### config.mk
export PLATFORM = sky130hd
export DESIGN_NAME = isqrt_seq
export DESIGN_NICKNAME = d
export VERILOG_FILES = /design/src/rtl/isqrt_seq.sv
export SDC_FILE = /design/constraint.sdc
export NUM_CORES = 1
export LEC_CHECK = 0
export CAP_MARGIN = 10
export CORE_MARGIN = 2
export CORE_UTILIZATION = 55
export CTS_BUF_LIST = sky130_fd_sc_hd__clkbuf_2 sky130_fd_sc_hd__clkbuf_4 sky130_fd_sc_hd__clkbuf_8
export DETAILED_ROUTE_END_ITERATION = 12
export GPL_TIMING_DRIVEN = 1
export PLACE_DENSITY = 0.82
export SLEW_MARGIN = 20
export SYNTH_ARGS = -nofsm -noshare
export SYNTH_HDL_FRONTEND = slang
export SYNTH_SLANG_ARGS = --single-unit
### constraint.sdc
create_clock -name clk -period 2.9 [get_ports clk]
set_input_delay 0.58 -clock clk [delete_from_list [all_inputs] [get_ports clk]]
set_output_delay 0.58 -clock clk [all_outputs]
set_load 0.01 [all_outputs]
### src/rtl/isqrt_seq.sv
// Sequential restoring integer square root: one result bit per enabled clock.
// Define ISQRT_ROUND_EN to round the result to nearest (saturating) instead of flooring.
module isqrt_seq #(
  parameter int DATA_WIDTH = 16
) (
  input  logic                      clk,
  input  logic                      rstn,
  input  logic                      en,
  input  logic                      in_valid,
  output logic                      in_ready,
  input  logic [2*DATA_WIDTH-1:0]   xin,
  output logic                      out_valid,
  input  logic                      out_ready,
  output logic [DATA_WIDTH-1:0]     yout
);

  localparam int W  = DATA_WIDTH;
  localparam int CW = (W > 1) ? $clog2(W) : 1;

  localparam logic [1:0] S_IDLE = 2'd0;
  localparam logic [1:0] S_CALC = 2'd1;
  localparam logic [1:0] S_DONE = 2'd2;

  logic [1:0]     state_q, state_d;
  logic [2*W-1:0] x_q, x_d;
  logic [W+1:0]   rem_q, rem_d;
  logic [W-1:0]   root_q, root_d;
  logic [CW-1:0]  cnt_q, cnt_d;
  logic [W-1:0]   yout_q, yout_d;

  // One digit step, evaluated two bits wider than the remainder so nothing is truncated.
  logic [W+3:0] rem_sh, trial, diff;
  logic         rem_ge;
  logic [W-1:0] root_step;
  logic [W+1:0] rem_step;
  logic [W-1:0] result;
  logic         unused_diff;

  assign rem_sh      = {rem_q, x_q[2*W-1 -: 2]};
  assign trial       = {2'b00, root_q, 2'b01};
  assign diff        = rem_sh - trial;
  assign rem_ge      = (rem_sh >= trial);
  assign root_step   = {root_q[W-2:0], rem_ge};
  assign rem_step    = rem_ge ? diff[W+1:0] : rem_sh[W+1:0];
  assign unused_diff = ^diff[W+3:W+2];

`ifdef ISQRT_ROUND_EN
  logic round_up;
  assign round_up = (rem_step > {2'b00, root_step}) && !(&root_step);
  assign result   = round_up ? root_step + {{(W-1){1'b0}}, 1'b1} : root_step;
`else
  assign result = root_step;
`endif

  // NOTE: every always_comb output starts from a default so no path can infer a latch.
  always_comb begin
    state_d = state_q;
    x_d     = x_q;
    rem_d   = rem_q;
    root_d  = root_q;
    cnt_d   = cnt_q;
    yout_d  = yout_q;
    if (en) begin
      case (state_q)
        S_IDLE: begin
          if (in_valid) begin
            x_d     = xin;
            rem_d   = '0;
            root_d  = '0;
            cnt_d   = CW'(W - 1);
            state_d = S_CALC;
          end
        end
        S_CALC: begin
          x_d    = x_q << 2;
          rem_d  = rem_step;
          root_d = root_step;
          if (cnt_q == '0) begin
            yout_d  = result;
            state_d = S_DONE;
          end else begin
            cnt_d = cnt_q - CW'(1);
          end
        end
        S_DONE: begin
          if (out_ready) state_d = S_IDLE;
        end
        default: state_d = S_IDLE;
      endcase
    end
  end

  // NOTE: state registers use non-blocking assignments so all flops update together on the edge.
  always_ff @(posedge clk or negedge rstn) begin
    if (!rstn) begin
      state_q <= S_IDLE;
      x_q     <= '0;
      rem_q   <= '0;
      root_q  <= '0;
      cnt_q   <= '0;
      yout_q  <= '0;
    end else begin
      state_q <= state_d;
      x_q     <= x_d;
      rem_q   <= rem_d;
      root_q  <= root_d;
      cnt_q   <= cnt_d;
      yout_q  <= yout_d;
    end
  end

  assign in_ready  = (state_q == S_IDLE);
  assign out_valid = (state_q == S_DONE);
  assign yout      = yout_q;

endmodule

* Word level (Yosys, flattened, before mapping)
Cells that the tools add are included.
** Word-level totals
- Bits in registers :: 88
- Input port bits :: 37
- Output and inout bits :: 18
- Logic and storage cells :: 36
** Operators by class
- $add $sub $neg :: 2
- Magnitude comparators :: 1
- Equal/unequal tests :: 6
- Mux-type cells :: 14
- Reduce and logical (&&, ||, !) cells :: 7
** Operators by type and width (number)
- case mux 32 bit (2 select lines) :: 1
- two-way mux 18 bit :: 2
- case mux 18 bit (2 select lines) :: 1
- two-way mux 32 bit :: 1
- case mux 16 bit (2 select lines) :: 1
- greater-or-equal comparator 20 x 18 -> 1 bit :: 1
- subtractor 18 bit :: 1
- two-way mux 16 bit :: 1
- two-way mux 4 bit :: 2
- case mux 4 bit (2 select lines) :: 1
- AND reduction 4 bit :: 2
- two-way mux 2 bit :: 3
- inequality test 2 bit, second input constant :: 3
- case mux 2 bit (3 select lines) :: 1
- AND reduction 3 bit :: 2
- logical NOT 4 bit :: 1
- subtractor 4 x 1 -> 4 bit, second input constant :: 1
- equality test 2 x 1 -> 1 bit, second input constant :: 1
- equality test 2 bit, second input constant :: 1
- logical NOT 2 bit :: 1
- inequality test 2 x 1 -> 1 bit, second input constant :: 1
- nonzero test 2 bit :: 1

* Longest topological paths before layout
- Depth in word-level cells :: 3
- Mapped depth :: 10
- Gate-level depth less buffers :: 9

* Worst setup path before layout
Ideal clock, no wire load.
- Path type :: reg2reg
- Start point :: register rem_q[1]
- End point :: register rem_q[17]
- Library setup time :: 0.094 ns
- Arrival time :: 2.219 ns
- Data required time :: 2.806 ns
- Path slack :: 0.587 ns
- Cell stages (with the launch flop) :: 10
- Buffers on the path :: 1
- Clock period less this slack :: 2.313 ns
- Path through :: dfrtp_1 > ha_1 > nor2_1 > a211oi_2 > o41ai_2 > a21oi_1 > o41ai_4 > buf_6 > nor4_1 > a221oi_2
** Between the ends
- Longest elaborated chain between the ends :: 3
- Elaborated cells on any way between the ends :: 4
- Classes of those cells :: add/sub (1); order compare (1); mux (2)
** RTL lines
- from (decl) :: RTL line 26 : logic [W+1:0] rem_q, rem_d;
- from (signal assigned) :: RTL line 105 : rem_q <= rem_d;
- subtractor 18 bit / greater-or-equal comparator 20 x 18 -> 1 bit (equally long branches) :: RTL line 41, 42
- two-way mux 18 bit * :: RTL line 44 : assign rem_step = rem_ge ? diff[W+1:0] : rem_sh[W+1:0];
- case mux 18 bit (2 select lines) * :: RTL line 64 : case (state_q)
Every way passes the cells marked *; elsewhere a longest branch is shown, timed or not.
A chain may end at the register's enable or synchronous reset.

* Final worst setup path
- Start point :: register rem_q[4]
- End point :: register rem_q[17]
The elaborated chain is that of the path after synthesis.

==> results_dict.tcl <==
set metrics [dict create \
    wire_per_inst_um 14.9 \
    ir_drop_mv 0.491 \
    crit_arrival_ns 2.87 \
    gp_congestion 0.925 \
    synth_edf_count 0 \
    die_h_um 95.8 \
    fill_cells 668 \
    yosysSeqAreaShare 0.475 \
    root_buffer "clkbuf_8" \
    p_per_area_nw_per_um2 1200 \
    io_pins 55 \
    dp_slack_ns 0.292 \
    synthCells 493 \
    synth_nets 549 \
    cts_max_path_buffers 2 \
    swShare 0.439 \
    antennaDiodeCount 0 \
    combPwrFrac 0.564 \
    row_count 33 \
    p_sw_mw 2.87 \
    grt-ovfl-total 0 \
    cts.sinks 88 \
    hold_violations 0 \
    outcome "finished clean" \
    r2r_start "rem_q[4]" \
    report.power.total_mw 6.54 \
    cp-start-kind "flop" \
    cts_hold_buf 0 \
    clock_power_share 0.120 \
    drv_cap 0 \
    finalCritPeriodShare 0.909 \
    synth_area_leaders "dfrtp_1 (48%), o21ai_0 (7.9%), mux2i_1 (7.3%), nand2_1 (6.6%), ha_1 (5.1%)" \
    clock_latency_ns 0.36 \
    antenna_found_initial 0 \
    finalWorstSetupSlack_ns 0.264 \
    drive_gt1_frac 0.0589 \
    drt-total-wl_um 9630 \
    async_flop_share 1.00 \
    cp.required_ns 3.13 \
    io_buffers 54 \
    tns_ns 0 \
    grt_start_max_net_pins 98 \
    postCtsSetupRepairBufs 0 \
    r2r_end "rem_q[17]" \
    cts-resized-gates 0 \
    yosys_warnings 0 \
    post_dp_cell_area_sq_um 5280 \
    vias 3694 \
    dieArea_sq_um 9180 \
    final_nets 594 \
    grt_pass1_wl_um 16700 \
    core-area_sq_um 8180 \
    cts_buffers 9 \
    htree_levels 3 \
    fin_area_sq_um 5460 \
    reg2regPathDepth 9 \
    hold_ws_ns 0.239 \
    seqCellArea_sq_um 2200 \
    grt_pass1_vias 3629 \
    grt_usage 0.232 \
    seqPwrFrac 0.316 \
    drt_iter0_drc 203 \
    synthFlopType "dfrtp_1" \
    finalSetupViolCount 0 \
    fin_crit_ns 2.64 \
    synth.largest_area_cell "dfrtp_1" \
    postRouteAntennaNets 0 \
    ys_types 51 \
    viasPerCell 5.70 \
    syn_area_sq_um 4640 \
    ff2ff_setup_slack_ns 0.26 \
    ys_seq_elements 88 \
    timing.fmax_ghz 0.379 \
    cp_max_fo 17 \
    hold_path.class "in -> async" \
    die_x_um 95.8 \
    p_int_mw 3.67 \
    area_growth_pct 17.7 \
    hpwl_um 6730 \
    maxSlewViolCount 0 \
    fin_skew_ns 0.00875 \
    synth_top_area_frac 0.475 \
    cts_tree "built" \
    dr.pass1.iters 4 \
    p_leak_nw 2.53 \
    rsz0062_at_grt "no" \
    crit_path_end_kind "flop" \
    path_class "reg -> reg" \
    initial_core_util 0.567 \
    multiInputGateArea_sq_um 2220 \
    slew_headroom 0.579 \
    avgSynthCellArea_sq_um 9.40 \
    worstMarginPinSlew_ns 0.631 \
    path_clk_slew_ns 0.09 \
    remaining_drc_errors 0 \
]
[synthesized netlist by cell type (2+ instances only)]
master and n:
dfrtp_1 88, nand2_1 82, o21ai_0 73, mux2i_1 34
inv_1 27, clkbuf_1 23, a21oi_1 20, ha_1 19
nor2_1 17, nand3_1 14, xnor2_1 9, o311ai_0 7
a32oi_1 6, a21o_1 5, a31oi_1 5, and3_1 5
xor2_1 5, nor3_1 4, o21a_1 4, o21ai_1 4
or3_1 4, buf_2 3, nand2b_1 3, a22o_1 2
nand4_1 2, o211ai_1 2, o31ai_1 2
[how the worst max path moves through the flow]
| stage | slack, ns | startpoint | to | cells past startpoint |
|---|---|---|---|---|
| final | 0.26 | rem_q[4] | rem_q[17] | 9 |
| after global routing | 0.08 | rem_q[4] | rem_q[17] | 9 |
| after CTS | 0.28 | root_q[4] | rem_q[17] | 10 |
| after detailed placement | 0.29 | root_q[4] | rem_q[17] | 10 |
| after global placement | 0.42 | rem_q[1] | rem_q[5] | 9 |
| after floorplan | 0.59 | rem_q[1] | rem_q[17] | 9 |
[cell families (layout without fill, tap and decap cells)]
family,count (synthesis),after routing,share of synthesized area
XOR/XNOR,14,14,0.0265
AO/OA/AOI/OAI,145,145,0.196
adder cells (fa/ha/maj),19,19,0.0513
flip-flops,88,88,0.475
AND/OR/NAND/NOR,138,138,0.130
buffers and inverters,55,105,0.0478
multiplexers,34,34,0.0734
[per-layer routing]
metal	GRT usage	vias up	wire [um]
met1	0.312	1759	4360
met3	0.0486	18	482
met5	0	-	0
li1	-	1828	-
met4	0.0750	0	160
met2	0.377	89	4630
[final cells by class]
| type | count | area share |
|---|---|---|
| sequential | 88 | 0.403 |
| multi-input combinational | 350 | 0.407 |
| tap | 105 | 0.0241 |
| inverter | 27 | 0.0186 |
| clock buffer | 9 | 0.0227 |
| timing repair buffer | 62 | 0.114 |
| clock inverter | 7 | 0.0103 |
[cell usage in the layout (no fill, tap or decap), types with 5 or more instances in the layout]
cell type,netlist,final
a21o_1,5,5
a21oi_1,20,20
a31oi_1,5,5
a32oi_1,6,6
and3_1,5,5
buf_4,1,7
clkbuf_8,0,9
clkdlybuf4s50_1,0,53
dfrtp_1,88,88
ha_1,19,19
inv_1,27,27
mux2i_1,34,34
nand2_1,82,82
nand3_1,14,14
nor2_1,17,16
o21ai_0,73,73
o311ai_0,7,7
xnor2_1,9,9
xor2_1,5,5
[power groups by stage]
stage	Sequential [mW]	Clock (mW)	Combinational (mW)
after floorplan	2.02	0	2.82
after global placement	2.05	0	3.54
after detailed placement	2.09	0	3.64
after CTS	2.06	0.798	3.67
after global routing	2.13	0.848	4.15
final	2.06	0.784	3.69
[metrics by stage]
step                 util  cells
finish              0.668    648
global route        0.668    648
CTS                 0.668    648
detailed placement  0.646    632
global placement    0.646    632
floorplan               -    493
[critical path: stages, from the launching register on]
cell and delay [ns]:
dfrtp_1 0.42, ha_1 0.40, nand4_1 0.18, a211oi_2 0.29, o41ai_2 0.12, a21oi_1 0.25
o41ai_4 0.12, buf_4 0.21, nor4_1 0.42, a221oi_2 0.10
[flip-flops by register name, summed over array words and instances (netlist names)]
register / count
cnt_q: 4
rem_q: 18
root_q: 16
state_q: 2
x_q: 32
yout: 16
No activity file was read; power rests on OpenSTA's default activity.
